===== config.mk =====
export PLATFORM = sky130hd
export DESIGN_NAME = bg_pixel_shifter
export DESIGN_NICKNAME = d
export VERILOG_FILES = /design/src/rtl/bg_pixel_shifter.sv
export SDC_FILE = /design/constraint.sdc
export NUM_CORES = 1
export LEC_CHECK = 0
export ABC_AREA = 0
export CORE_MARGIN = 2
export CORE_UTILIZATION = 55
export CTS_BUF_LIST = sky130_fd_sc_hd__clkbuf_2 sky130_fd_sc_hd__clkbuf_4 sky130_fd_sc_hd__clkbuf_8
export DETAILED_ROUTE_END_ITERATION = 6
export PLACE_DENSITY = 0.86
export SLEW_MARGIN = 10
export SYNTH_ARGS = -nofsm -noshare
export SYNTH_HDL_FRONTEND = slang
export SYNTH_SLANG_ARGS = --single-unit

===== constraint.sdc =====
create_clock -name clk -period 10.1 [get_ports clk]
set_input_delay 2.525 -clock clk [delete_from_list [all_inputs] [get_ports clk]]
set_output_delay 2.525 -clock clk [all_outputs]
set_load 0.05 [all_outputs]

===== src/rtl/bg_pixel_shifter.sv =====
// Background pixel FIFO + fine-scroll discard + BGP shade mapping for the PPU.
// Optional: define PPU_BG_LCDC0_BLANK_EN to force colour 0 whenever LCDC[0]=0.
package ppu_pkg;
    typedef struct packed {
        logic [7:0] lcdc;
        logic [7:0] scx;
        logic [7:0] bgp;
    } ppu_regs_t;

    typedef struct packed {
        logic       valid;
        logic [1:0] color;
    } ppu_pixel_t;
endpackage

module bg_pixel_shifter
    import ppu_pkg::*;
#(
    parameter int unsigned DEPTH      = 16,
    parameter int unsigned LINE_WIDTH = 160
) (
    input  logic                     clk,
    input  logic                     reset,
    input  logic                     dot_en,
    input  logic                     line_start,
    input  logic                     flush,
    input  ppu_regs_t                regs,
    input  logic                     push_en,
    input  ppu_pixel_t               push_px,
    output logic                     fifo_full,
    output logic                     fifo_empty,
    output logic [$clog2(DEPTH):0]   count,
    output logic                     overflow,
    output logic                     pix_valid,
    output logic [7:0]               pix_x,
    output logic [1:0]               pix_shade,
    output logic                     line_done
);
    localparam int unsigned PW = $clog2(DEPTH);
    localparam int unsigned CW = PW + 1;

    typedef enum logic [1:0] {IDLE, DISCARD, SHIFT, DONE} state_t;

    state_t        state;
    logic [1:0]    mem [DEPTH];
    logic [PW-1:0] rd_ptr;
    logic [PW-1:0] wr_ptr;
    logic [2:0]    discard_cnt;
    logic [7:0]    x_cnt;

    logic          ops_en_c;
    logic          push_c;
    logic          pop_c;
    logic [1:0]    pop_color_c;
    logic [CW-1:0] count_next_c;
    logic          unused_regs_c;

    // line_start and flush both pre-empt any push or pop in the same cycle
    assign ops_en_c     = !line_start && !flush;
    assign push_c       = ops_en_c && push_en && !fifo_full;
    assign pop_c        = ops_en_c && dot_en && !fifo_empty &&
                          (state == DISCARD || state == SHIFT);
    assign count_next_c = count + CW'(push_c) - CW'(pop_c);
    assign unused_regs_c = ^{regs.scx[7:3], regs.lcdc};

`ifdef PPU_BG_LCDC0_BLANK_EN
    assign pop_color_c = regs.lcdc[0] ? mem[rd_ptr] : 2'd0;
`else
    assign pop_color_c = mem[rd_ptr];
`endif

    // Invalid fetcher pixels are stored as colour 0
    always_ff @(posedge clk) begin
        if (push_c) begin
            mem[wr_ptr] <= push_px.valid ? push_px.color : 2'd0;
        end
    end

    always_ff @(posedge clk) begin
        if (reset) begin
            state       <= IDLE;
            rd_ptr      <= '0;
            wr_ptr      <= '0;
            count       <= '0;
            fifo_full   <= 1'b0;
            fifo_empty  <= 1'b1;
            overflow    <= 1'b0;
            discard_cnt <= '0;
            x_cnt       <= '0;
            pix_valid   <= 1'b0;
            pix_x       <= '0;
            pix_shade   <= '0;
            line_done   <= 1'b0;
        end else begin
            pix_valid <= 1'b0;
            line_done <= 1'b0;
            if (line_start) begin
                rd_ptr      <= '0;
                wr_ptr      <= '0;
                count       <= '0;
                fifo_full   <= 1'b0;
                fifo_empty  <= 1'b1;
                overflow    <= 1'b0;
                discard_cnt <= regs.scx[2:0];
                x_cnt       <= '0;
                state       <= (regs.scx[2:0] != 3'd0) ? DISCARD : SHIFT;
            end else if (flush) begin
                rd_ptr     <= '0;
                wr_ptr     <= '0;
                count      <= '0;
                fifo_full  <= 1'b0;
                fifo_empty <= 1'b1;
            end else begin
                if (push_en && fifo_full) begin
                    overflow <= 1'b1;
                end
                if (push_c) begin
                    wr_ptr <= wr_ptr + PW'(1);
                end
                count      <= count_next_c;
                fifo_full  <= (count_next_c == CW'(DEPTH));
                fifo_empty <= (count_next_c == '0);
                if (pop_c) begin
                    rd_ptr <= rd_ptr + PW'(1);
                    if (state == DISCARD) begin
                        discard_cnt <= discard_cnt - 3'd1;
                        if (discard_cnt == 3'd1) begin
                            state <= SHIFT;
                        end
                    end else begin
                        pix_valid <= 1'b1;
                        pix_x     <= x_cnt;
                        pix_shade <= regs.bgp[{pop_color_c, 1'b0} +: 2];
                        // x_cnt parks at the last pixel once the line is done
                        if (x_cnt == 8'(LINE_WIDTH - 1)) begin
                            line_done <= 1'b1;
                            state     <= DONE;
                        end else begin
                            x_cnt <= x_cnt + 8'd1;
                        end
                    end
                end
            end
        end
    end
endmodule


==> results of run 1 <==
[layer usage]
layer  up-vias  routed length, um
met3         8                282
met1      1129               2830
met4         0                 86
li1       1185                  -
met2        55               3290
met5         -                  0
[worst max-delay path: cells and delay by family]
family	cells	cell delay, ps
xor+xnor	1	200
buf+inv	4	830
simple gates	3	1120
compound gates	3	310
fa+ha+maj	3	850
[stage by stage]
step	hold WS [ps]	setup slack (ps)	area (um2)	instances	utilization (%)
2_1_floorplan	456	5140	3460	319	-
3_3_place_gp	442	4330	3870	418	64.7
3_5_place_dp	447	4240	3870	418	64.7
4_1_cts	459	4610	4080	434	68.1
5_1_grt	484	4250	4080	434	68.1
6_report	455	4560	4080	434	68.1
[flip-flops by register name (all words and copies together) (netlist names), named ones only]
name         cells
count            5
x_cnt            8
line_done        1
state            2
pix_valid        1
discard_cnt      3
mem             32
pix_shade        2
wr_ptr           4
rd_ptr           4
overflow         1
fifo_full        1
pix_x            8
fifo_empty       1
[how the worst min path moves through the flow]
stage          slack, ps  startpoint       end  depth (start not counted)
2_1_floorplan        460    state[1]  state[1]                          2
3_3_place_gp         440    pix_x[0]  pix_x[0]                          2
3_5_place_dp         450    pix_x[1]  pix_x[1]                          2
4_1_cts              460    pix_x[7]  pix_x[7]                          2
5_1_grt              480    pix_x[4]  pix_x[4]                          2
6_report             450    pix_x[1]  pix_x[1]                          2
[power by group through the flow]
stage | Clock (mW) | Sequential [mW] | Combinational, mW
5_1_grt | 0.248 | 0.326 | 0.0279
3_5_place_dp | 0 | 0.333 | 0.0250
2_1_floorplan | 0 | 0.333 | 0.0134
4_1_cts | 0.237 | 0.326 | 0.0252
3_3_place_gp | 0 | 0.333 | 0.0244
6_report | 0.235 | 0.326 | 0.0253
[kinds of logic after synthesis]
| kind of cell | count (synthesis) | synth area share (%) |
|---|---|---|
| simple gates | 118 | 16.2 |
| flops | 77 | 53.8 |
| compound gates | 32 | 5.75 |
| xor+xnor | 19 | 4.81 |
| buf+inv | 34 | 4.16 |
| fa+ha+maj | 15 | 5.64 |
| mux | 24 | 9.65 |
[cell usage in the layout (no fill, tap or decap), drive strengths merged, types with 2 or more instances in the layout]
master         count
dfxtp             45
nor2              41
clkdlybuf4s50     39
nand2             33
edfxtp            32
inv               22
mux2i             15
a21oi             14
ha                14
nor3              11
xor2              11
clkbuf             9
xnor2              8
mux4               6
nand3              5
and2               5
nand2b             4
o21ai              4
nand4              3
mux2               3
clkinv             3
nor3b              3
or3                2
a21o               2
nor4               2
a31oi              2
o21a               2
or4                2
nor4b              2
[area by class of cell]
cell class                      instances  area [um2]
Multi-Input combinational cell        208        1460
Tap cell                               75        93.8
Clock inverter                          7        80.1
Inverter                               19        71.3
Sequential cell                        77        1860
Fill cell                             426        1910
Timing Repair Buffer                   39         390
Clock buffer                            9         124
==> run_summary.xml, run 1 <==
<?xml version="1.0" encoding="UTF-8"?>
<metrics>
  <group name="synthesis">
    <metric name="synth-seq-cells" unit="">77</metric>
    <metric name="post-synth-top-count-cell" unit="">dfxtp_1</metric>
    <metric name="post_synth.cell_area_avg" unit="um2">10.9</metric>
    <metric name="synth_edf_count" unit="">32</metric>
    <metric name="synth.largest_area_cell" unit="">edfxtp_1</metric>
    <metric name="mappedNetlistNets" unit="">367</metric>
    <metric name="synth.yosys.seq_area_share" unit="%">53.8</metric>
    <metric name="synth_top_flop_cell" unit="">dfxtp_1</metric>
    <metric name="synth_async_sr_flop_share" unit="%">0</metric>
    <metric name="yosys.area.top_type_share" unit="%">27.8</metric>
    <metric name="synth.distinct_cells" unit="">49</metric>
    <metric name="area_of_the_mapped_netlist" unit="um2">3460</metric>
    <metric name="syn-instance-count" unit="">319</metric>
    <metric name="synthTopCellsByCount" unit="">dfxtp_1, nor2_1, nand2_1, edfxtp_1, inv_1</metric>
    <metric name="yosysWarningCount" unit="">0</metric>
    <metric name="synth.area.top_cells" unit="">edfxtp_1, dfxtp_1, ha_1, nor2_1, mux2i_1</metric>
  </group>
  <group name="cts">
    <metric name="cts_bufs_inserted" unit="">9</metric>
    <metric name="h-tree-depth" unit="">3</metric>
    <metric name="clk_path_buf_depth" unit="">2</metric>
    <metric name="postCtsResizedCells" unit="">0</metric>
    <metric name="tritoncts_clock_tree" unit="">done</metric>
    <metric name="post-cts-setup-buffer-count" unit="">0</metric>
    <metric name="cts_hold_repair.buffers" unit="">0</metric>
    <metric name="clock_tree.root_cell" unit="">clkbuf_8</metric>
    <metric name="cts.reportedPaths.clkPinSlew" unit="ps">90</metric>
    <metric name="num_clock_sinks" unit="">77</metric>
    <metric name="clk_latency" unit="ps">350</metric>
  </group>
  <group name="global_route">
    <metric name="first_global_vias" unit="">2352</metric>
    <metric name="initial_antenna_violation_count" unit="">0</metric>
    <metric name="met1_track_usage_gr" unit="%">22.9</metric>
    <metric name="grt_most_used_layer" unit="">met2</metric>
    <metric name="grt_start_max_net_pins" unit="">21</metric>
    <metric name="grt.met3_usage" unit="%">5.77</metric>
    <metric name="grt_pass1_wl" unit="um">10700</metric>
    <metric name="grt_overflow_total" unit="">0</metric>
    <metric name="met2_usage_grt" unit="%">33.5</metric>
    <metric name="groute.usage.overall" unit="%">19.2</metric>
  </group>
  <group name="floorplanning">
    <metric name="rows" unit="">28</metric>
    <metric name="dieWidth" unit="um">83.3</metric>
    <metric name="initial_core_util" unit="%">57.8</metric>
    <metric name="die_area" unit="um2">6950</metric>
    <metric name="die_h" unit="um">83.3</metric>
    <metric name="core_outline_area" unit="um2">5990</metric>
    <metric name="num_io_pins" unit="">53</metric>
  </group>
  <group name="timing">
    <metric name="achievable_frequency" unit="MHz">181</metric>
    <metric name="worst_slew_margin_rel" unit="%">40.5</metric>
    <metric name="report.final.hold_viol_count" unit="">0</metric>
    <metric name="timing_worst_slew_pin_value" unit="ps">890</metric>
    <metric name="post-route-period-util" unit="%">54.8</metric>
    <metric name="timing.final.crit_period" unit="ps">5540</metric>
    <metric name="finalSetupViolations" unit="">0</metric>
    <metric name="fin_tns_setup" unit="ps">0</metric>
    <metric name="rsz0062_at_grt" unit="">false</metric>
    <metric name="drv_slew" unit="">0</metric>
    <metric name="final.setup_skew" unit="ps">10.5</metric>
  </group>
  <group name="power">
    <metric name="seq_power_share" unit="%">55.6</metric>
    <metric name="worst_ir_drop_vdd" unit="mV">0.0766</metric>
    <metric name="combinationalPowerShare" unit="%">4.3</metric>
    <metric name="power-per-cell-area" unit="nW/um2">144</metric>
    <metric name="power.leakage" unit="nW">1.38</metric>
    <metric name="clock_power_share" unit="%">40.1</metric>
    <metric name="total_chip_power" unit="mW">0.586</metric>
    <metric name="switchingPower" unit="mW">0.132</metric>
    <metric name="power_switching_share" unit="%">22.5</metric>
    <metric name="power_report.internal_total" unit="mW">0.455</metric>
  </group>
  <group name="drt">
    <metric name="viasPerCell" unit="">5.48</metric>
    <metric name="detail_route.iter0.violations" unit="">84</metric>
    <metric name="drt_pass1_iterations" unit="">4</metric>
    <metric name="route.vias.total" unit="">2377</metric>
    <metric name="antenna_left" unit="">0</metric>
    <metric name="drc" unit="">0</metric>
    <metric name="drt-wirelength-per-cell" unit="um">15.0</metric>
    <metric name="routed_wl" unit="um">6490</metric>
  </group>
  <group name="layout">
    <metric name="final_net_count" unit="">402</metric>
    <metric name="drive_above_1_share" unit="%">6.96</metric>
    <metric name="antenna_diode_count" unit="">0</metric>
    <metric name="areaGrowthSynthToFinish" unit="%">17.8</metric>
  </group>
  <group name="critical_path">
    <metric name="worst-endpoint-arrival" unit="ps">5820</metric>
    <metric name="startpoint_type" unit="">input port</metric>
    <metric name="r2r_slack" unit="ps">7180</metric>
    <metric name="reg2reg_from" unit="">fifo_empty</metric>
    <metric name="critical_path.max_fanout" unit="">12</metric>
    <metric name="timing.critical_path.mode_cell" unit="">inv_1</metric>
    <metric name="timing.critical_path.required" unit="ps">10390</metric>
    <metric name="crit_start" unit="">line_start</metric>
    <metric name="path_cells" unit="">clkdlybuf4s50_1 &gt; nor4b_1 &gt; and2_1 &gt; ha_1 &gt; inv_1 &gt; ha_1 &gt; inv_1 &gt; fa_1 &gt; inv_1 &gt; a21o_1 &gt; a21oi_1 &gt; xnor2_1 &gt; nor2_1 &gt; a21oi_1</metric>
    <metric name="critPathCapture" unit="">fifo_empty</metric>
    <metric name="crit_path_kind" unit="">input port to flop</metric>
    <metric name="critical-path-max-stage-delay" unit="ps">630</metric>
    <metric name="cell_with_the_largest_stage_delay_on_the_worst_path" unit="">clkdlybuf4s50_1</metric>
    <metric name="timing.critical_path.to_type" unit="">flop</metric>
    <metric name="r2r-end" unit="">fifo_empty</metric>
    <metric name="worst-r2r-cell-count" unit="">13</metric>
  </group>
  <group name="worst_hold_path">
    <metric name="hold_path.class" unit="">flop to flop</metric>
  </group>
  <group name="placement">
    <metric name="dp.final_hpwl" unit="um">4430</metric>
    <metric name="gpl.final_weighted_congestion" unit="">0.772</metric>
    <metric name="io_buffer_count" unit="">39</metric>
  </group>
  <group name="run">
    <metric name="timing.max_cap.violations" unit="">0</metric>
  </group>
  <group name="outcome">
    <metric name="status" unit="">completed</metric>
  </group>
</metrics>
Note: power is estimated with default switching activity, not from simulation.
==> inputs of run 2 (changes only) <==
==> constraint.sdc (replaced) <==
create_clock -name clk -period 5.4 [get_ports clk]
set_input_delay 1.35 -clock clk [delete_from_list [all_inputs] [get_ports clk]]
set_output_delay 1.35 -clock clk [all_outputs]
set_load 0.05 [all_outputs]
==> run_summary.xml, run 2 (same netlist as run 1, synthesis figures left out) <==
<?xml version="1.0" encoding="UTF-8"?>
<metrics>
  <group name="timing">
    <metric name="achievable_frequency" unit="MHz">232</metric>
    <metric name="timing_worst_slew_pin_value" unit="ps">756</metric>
    <metric name="worst_slew_margin_rel" unit="%">49.2</metric>
    <metric name="post-route-period-util" unit="%">79.7</metric>
    <metric name="drv_slew" unit="">0</metric>
    <metric name="finalSetupViolations" unit="">0</metric>
    <metric name="rsz0062_at_grt" unit="">false</metric>
    <metric name="final.setup_skew" unit="ps">11.0</metric>
    <metric name="timing.final.crit_period" unit="ps">4310</metric>
    <metric name="setup_slack" unit="ps">1090</metric>
    <metric name="report.final.hold_viol_count" unit="">0</metric>
    <metric name="fin_tns_setup" unit="ps">0</metric>
  </group>
  <group name="placement">
    <metric name="post-place-ws" unit="ps">728</metric>
    <metric name="io_buffer_count" unit="">39</metric>
    <metric name="gpl.final_weighted_congestion" unit="">0.783</metric>
    <metric name="dp.final_hpwl" unit="um">4460</metric>
  </group>
  <group name="global_route">
    <metric name="initial_antenna_violation_count" unit="">0</metric>
    <metric name="grt_pass1_wl" unit="um">10600</metric>
    <metric name="grt_overflow_total" unit="">0</metric>
    <metric name="grt_start_max_net_pins" unit="">21</metric>
    <metric name="first_global_vias" unit="">2360</metric>
    <metric name="groute.usage.overall" unit="%">19.0</metric>
  </group>
  <group name="drt">
    <metric name="detail_route.iter0.violations" unit="">125</metric>
    <metric name="antenna_left" unit="">0</metric>
    <metric name="drt_pass1_iterations" unit="">4</metric>
    <metric name="drc" unit="">0</metric>
    <metric name="routed_wl" unit="um">6240</metric>
    <metric name="drt-wirelength-per-cell" unit="um">14.3</metric>
    <metric name="route.vias.total" unit="">2345</metric>
    <metric name="viasPerCell" unit="">5.39</metric>
  </group>
  <group name="cts">
    <metric name="tritoncts_clock_tree" unit="">done</metric>
    <metric name="clock_tree.root_cell" unit="">clkbuf_8</metric>
    <metric name="cts.reportedPaths.clkPinSlew" unit="ps">90</metric>
    <metric name="h-tree-depth" unit="">3</metric>
    <metric name="postCtsResizedCells" unit="">0</metric>
    <metric name="clk_path_buf_depth" unit="">2</metric>
    <metric name="cts_bufs_inserted" unit="">9</metric>
    <metric name="post-cts-setup-buffer-count" unit="">0</metric>
    <metric name="clk_latency" unit="ps">360</metric>
    <metric name="num_clock_sinks" unit="">77</metric>
    <metric name="cts_hold_repair.buffers" unit="">0</metric>
  </group>
  <group name="power">
    <metric name="power_report.internal_total" unit="mW">0.852</metric>
    <metric name="switchingPower" unit="mW">0.250</metric>
    <metric name="power_switching_share" unit="%">22.7</metric>
    <metric name="clock_power_share" unit="%">40.4</metric>
    <metric name="combinationalPowerShare" unit="%">4.3</metric>
    <metric name="power-per-cell-area" unit="nW/um2">270</metric>
    <metric name="worst_ir_drop_vdd" unit="mV">0.215</metric>
    <metric name="power.leakage" unit="nW">1.39</metric>
    <metric name="seq_power_share" unit="%">55.3</metric>
  </group>
  <group name="layout">
    <metric name="largest_register" unit="">mem</metric>
    <metric name="areaGrowthSynthToFinish" unit="%">18.1</metric>
    <metric name="share_of_the_core_filled_with_cells_in_the_final_layout" unit="%">68.2</metric>
    <metric name="biggestRegsByFlops" unit="">mem (32), pix_x (8), x_cnt (8)</metric>
    <metric name="drive_above_1_share" unit="%">7.22</metric>
    <metric name="final_cell_mix" unit="">dfxtp_1, nor2_1, clkdlybuf4s50_1</metric>
    <metric name="antenna_diode_count" unit="">0</metric>
    <metric name="layout_commonest_cell" unit="">dfxtp_1</metric>
    <metric name="flip_flop_count_of_the_largest_register_after_layout" unit="">32</metric>
    <metric name="n_fill_cell" unit="">407</metric>
    <metric name="final_net_count" unit="">403</metric>
  </group>
  <group name="floorplanning">
    <metric name="die_area" unit="um2">6950</metric>
    <metric name="rows" unit="">28</metric>
    <metric name="num_io_pins" unit="">53</metric>
    <metric name="initial_core_util" unit="%">57.8</metric>
    <metric name="die_h" unit="um">83.3</metric>
    <metric name="core_outline_area" unit="um2">5990</metric>
    <metric name="dieWidth" unit="um">83.3</metric>
  </group>
  <group name="critical_path">
    <metric name="timing.critical_path.to_type" unit="">flop</metric>
    <metric name="critical_path.max_fanout" unit="">12</metric>
    <metric name="worst-r2r-cell-count" unit="">13</metric>
    <metric name="worst-endpoint-arrival" unit="ps">4600</metric>
    <metric name="timing.critical_path.required" unit="ps">5690</metric>
    <metric name="crit_path_kind" unit="">input port to flop</metric>
    <metric name="startpoint_type" unit="">input port</metric>
    <metric name="r2r_slack" unit="ps">2550</metric>
  </group>
  <group name="worst_hold_path">
    <metric name="hold_path_depth" unit="">2</metric>
    <metric name="hold_path.class" unit="">flop to flop</metric>
  </group>
  <group name="run">
    <metric name="timing.max_cap.violations" unit="">0</metric>
  </group>
  <group name="outcome">
    <metric name="status" unit="">completed</metric>
  </group>
</metrics>
==> run 2: changes by cell type in the layout (fill, tap and decap cells not counted) <==
cell,delta
inv_6,-1
buf_4,+1
inv_8,+1
==> run 2: final timing paths <==
path / from / endpoint
worst max-delay path: line_start / fifo_empty
worst min-delay path: pix_x[6] / pix_x[6]
worst max register to register: fifo_empty / fifo_empty
worst min register to register: pix_x[6] / pix_x[6]
==> run 2: per-layer routing <==
metal / vias up / global-route usage, % / part of all wire [%]
li1: 1180 / - / -
met3: 16 / 4.87 / 4.9
met1: 1096 / 23.5 / 44
met4: 0 / 10.4 / 2.6
met2: 53 / 30.6 / 49
met5: - / 0 / 0
==> run 2: power groups by stage <==
stage               clock network [mW]  registers, mW  logic, mW
finish                           0.446          0.609     0.0473
global placement                     0          0.622     0.0460
detailed placement                   0          0.623     0.0473
floorplan                            0          0.623     0.0250
global route                     0.474          0.610     0.0524
CTS                              0.448          0.609     0.0476
==> run 2: final cells by class <==
class	instances	area, um2	share of cell area, %
clock buffers	9	124	3.03
clock inverters	7	82.6	2.02
inverters	19	71.3	1.74
multi-input cells	208	1460	35.6
flip-flops and latches	77	1860	45.5
well taps	75	93.8	2.30
repair buffers	40	398	9.73
==> run 2: through the flow <==
stage	hold slack, ps	std cells	instance area, um2	power [mW]
after floorplan	456	319	3460	0.648
after global placement	442	419	3880	0.668
after detailed placement	451	419	3880	0.670
after CTS	464	435	4090	1.10
after global routing	488	435	4090	1.14
final	461	435	4090	1.10
==> run 2: critical path, stage by stage <==
cell and delay (ps):
clkdlybuf4s50_1 640, nor4b_1 610, and2_1 410, ha_1 300, inv_1 60, ha_1 150, inv_1 50, fa_1 390
inv_1 70, a21o_1 100, a21oi_1 70, xnor2_1 200, nor2_1 80, a21oi_1 120
==> inputs of run 3 (changes only) <==
--- a/config.mk
+++ b/config.mk
@@ -7,10 +7,10 @@
 export LEC_CHECK = 0
 export ABC_AREA = 0
 export CORE_MARGIN = 2
-export CORE_UTILIZATION = 55
+export CORE_UTILIZATION = 50
 export CTS_BUF_LIST = sky130_fd_sc_hd__clkbuf_2 sky130_fd_sc_hd__clkbuf_4 sky130_fd_sc_hd__clkbuf_8
 export DETAILED_ROUTE_END_ITERATION = 6
-export PLACE_DENSITY = 0.86
+export PLACE_DENSITY = 0.83
 export SLEW_MARGIN = 10
 export SYNTH_ARGS = -nofsm -noshare
 export SYNTH_HDL_FRONTEND = slang
==> constraint.sdc (replaced) <==
create_clock -name clk -period 3.82 [get_ports clk]
set_input_delay 0.955 -clock clk [delete_from_list [all_inputs] [get_ports clk]]
set_output_delay 0.955 -clock clk [all_outputs]
set_load 0.05 [all_outputs]
==> run_summary.xml, run 3 (same netlist as run 1, synthesis figures left out) <==
<?xml version="1.0" encoding="UTF-8"?>
<metrics>
  <group name="outcome">
    <metric name="status" unit="">completed</metric>
  </group>
  <group name="placement">
    <metric name="io_buffer_count" unit="">39</metric>
    <metric name="dp_cells" unit="">429</metric>
    <metric name="gpl.final_weighted_congestion" unit="">0.797</metric>
    <metric name="dp.final_hpwl" unit="um">4620</metric>
  </group>
  <group name="global_route">
    <metric name="initial_antenna_violation_count" unit="">0</metric>
    <metric name="grt_overflow_total" unit="">0</metric>
    <metric name="grt_pass1_wl" unit="um">10700</metric>
    <metric name="groute.usage.overall" unit="%">18.5</metric>
    <metric name="first_global_vias" unit="">2304</metric>
    <metric name="grt_start_max_net_pins" unit="">21</metric>
  </group>
  <group name="critical_path">
    <metric name="timing.critical_path.to_type" unit="">flop</metric>
    <metric name="crit_path_kind" unit="">input port to flop</metric>
    <metric name="worst-r2r-cell-count" unit="">15</metric>
    <metric name="timing.critical_path.mode_cell" unit="">inv_1</metric>
    <metric name="critical_path.max_fanout" unit="">5</metric>
    <metric name="path_depth" unit="">14</metric>
    <metric name="path_cells" unit="">clkdlybuf4s50_1 &gt; nor4b_1 &gt; and2_1 &gt; ha_1 &gt; inv_1 &gt; ha_1 &gt; inv_1 &gt; fa_1 &gt; inv_1 &gt; a21o_1 &gt; a21oi_1 &gt; xnor2_1 &gt; nor2_1 &gt; a21oi_1</metric>
    <metric name="cpLargestDelayFamily" unit="">adder cells</metric>
    <metric name="startpoint_type" unit="">input port</metric>
    <metric name="critPathBufInv" unit="">4</metric>
    <metric name="timing.critical_path.required" unit="ps">4110</metric>
    <metric name="critical-path-max-stage-delay" unit="ps">480</metric>
    <metric name="cell_with_the_largest_stage_delay_on_the_worst_path" unit="">clkdlybuf4s50_1</metric>
    <metric name="worst-endpoint-arrival" unit="ps">3630</metric>
  </group>
  <group name="floorplanning">
    <metric name="rows" unit="">30</metric>
    <metric name="core_outline_area" unit="um2">6760</metric>
    <metric name="die_area" unit="um2">7610</metric>
    <metric name="dieWidth" unit="um">87.2</metric>
    <metric name="initial_core_util" unit="%">51.2</metric>
    <metric name="num_io_pins" unit="">53</metric>
    <metric name="die_h" unit="um">87.2</metric>
  </group>
  <group name="power">
    <metric name="power.leakage" unit="nW">1.42</metric>
    <metric name="combinationalPowerShare" unit="%">4.4</metric>
    <metric name="power-per-cell-area" unit="nW/um2">389</metric>
    <metric name="switchingPower" unit="mW">0.345</metric>
    <metric name="worst_ir_drop_vdd" unit="mV">0.185</metric>
    <metric name="power_report.internal_total" unit="mW">1.27</metric>
    <metric name="power_switching_share" unit="%">21.4</metric>
    <metric name="seq_power_share" unit="%">53.5</metric>
    <metric name="clock_power_share" unit="%">42.2</metric>
  </group>
  <group name="drt">
    <metric name="drc" unit="">0</metric>
    <metric name="routed_wl" unit="um">6520</metric>
    <metric name="route.vias.total" unit="">2372</metric>
    <metric name="antenna_left" unit="">0</metric>
    <metric name="drt_pass1_iterations" unit="">4</metric>
    <metric name="drt-wirelength-per-cell" unit="um">14.7</metric>
    <metric name="viasPerCell" unit="">5.33</metric>
    <metric name="detail_route.iter0.violations" unit="">175</metric>
  </group>
  <group name="cts">
    <metric name="cts_bufs_inserted" unit="">9</metric>
    <metric name="clk_latency" unit="ps">350</metric>
    <metric name="cts.reportedPaths.clkPinSlew" unit="ps">90</metric>
    <metric name="post-cts-setup-buffer-count" unit="">0</metric>
    <metric name="cts_hold_repair.buffers" unit="">0</metric>
    <metric name="clk_path_buf_depth" unit="">2</metric>
    <metric name="num_clock_sinks" unit="">77</metric>
    <metric name="tritoncts_clock_tree" unit="">done</metric>
    <metric name="h-tree-depth" unit="">3</metric>
    <metric name="postCtsResizedCells" unit="">0</metric>
    <metric name="clock_tree.root_cell" unit="">clkbuf_8</metric>
  </group>
  <group name="timing">
    <metric name="report.final.hold_viol_count" unit="">0</metric>
    <metric name="final.setup_skew" unit="ps">9.72</metric>
    <metric name="worst_slew_margin_rel" unit="%">50.7</metric>
    <metric name="timing.final.crit_period" unit="ps">3340</metric>
    <metric name="timing_worst_slew_pin_value" unit="ps">733</metric>
    <metric name="drv_slew" unit="">0</metric>
    <metric name="post-route-period-util" unit="%">87.5</metric>
    <metric name="rsz0062_at_grt" unit="">false</metric>
    <metric name="finalSetupViolations" unit="">0</metric>
    <metric name="fin_tns_setup" unit="ps">0</metric>
    <metric name="achievable_frequency" unit="MHz">299</metric>
  </group>
  <group name="layout">
    <metric name="total_area_of_multi_input_combinational_cells" unit="um2">1460</metric>
    <metric name="biggestRegsByFlops" unit="">mem (32), pix_x (8), x_cnt (8)</metric>
    <metric name="n_fill_cell" unit="">549</metric>
    <metric name="largest_register" unit="">mem</metric>
    <metric name="flip_flop_count_of_the_largest_register_after_layout" unit="">32</metric>
    <metric name="seqCellArea" unit="um2">1860</metric>
    <metric name="layout_commonest_cell" unit="">dfxtp_1</metric>
    <metric name="final_cell_mix" unit="">dfxtp_1, nor2_1, clkdlybuf4s50_1</metric>
    <metric name="final_net_count" unit="">408</metric>
    <metric name="drive_above_1_share" unit="%">8.49</metric>
    <metric name="finish.cell_count_without_fillers" unit="">445</metric>
    <metric name="areaGrowthSynthToFinish" unit="%">19.7</metric>
    <metric name="antenna_diode_count" unit="">0</metric>
  </group>
  <group name="worst_hold_path">
    <metric name="hold_path.class" unit="">flop to flop</metric>
    <metric name="hold_path_depth" unit="">2</metric>
  </group>
  <group name="run">
    <metric name="timing.max_cap.violations" unit="">0</metric>
  </group>
</metrics>
[run 3: worst min-delay path: stages, from the launching register on]
cell and delay, ps:
dfxtp_1 320, nand2_1 50, a21oi_1 50
[run 3: final timing paths]
check	slack [ps]	startpoint	endpoint
worst max register to register	1300	state[1]	fifo_empty
worst min-delay path	460	pix_x[4]	pix_x[4]
worst max-delay path	480	flush	fifo_empty
worst min register to register	460	pix_x[4]	pix_x[4]
[run 3: power groups by stage]
stage / combinational, mW / clock (mW) / sequential [mW]
4_1_cts: 0.0707 / 0.687 / 0.861
3_3_place_gp: 0.0675 / 0 / 0.880
2_1_floorplan: 0.0353 / 0 / 0.881
5_1_grt: 0.0781 / 0.724 / 0.862
6_report: 0.0701 / 0.680 / 0.861
3_5_place_dp: 0.0696 / 0 / 0.880
[run 3: routing by layer]
layer | wire length (um) | vias up | global-route usage [%] | share of wire, %
li1 | - | 1192 | - | -
met1 | 2990 | 1136 | 23.7 | 46
met2 | 3240 | 35 | 30.5 | 50
met3 | 204 | 9 | 5.02 | 3.1
met4 | 80 | 0 | 6.01 | 1.2
met5 | 0 | - | 0 | 0
[run 3: final cells by class]
| type | count | area share, % |
|---|---|---|
| repair buffers | 45 | 10.5 |
| inverters | 19 | 1.72 |
| clock buffers | 9 | 2.99 |
| flip-flops and latches | 77 | 44.9 |
| well taps | 80 | 2.41 |
| clock inverters | 7 | 2.32 |
| multi-input cells | 208 | 35.1 |
[run 3: stage by stage]
| step | hold WS [ps] | cell area (um2) | util, % | total power [mW] | setup WS (ps) |
|---|---|---|---|---|---|
| 2_1_floorplan | 456 | 3460 | - | 0.916 | 433 |
| 3_3_place_gp | 442 | 3930 | 58.1 | 0.947 | 192 |
| 3_5_place_dp | 452 | 3930 | 58.1 | 0.950 | 143 |
| 4_1_cts | 464 | 4150 | 61.4 | 1.62 | 478 |
| 5_1_grt | 479 | 4150 | 61.4 | 1.66 | 270 |
| 6_report | 461 | 4150 | 61.4 | 1.61 | 478 |
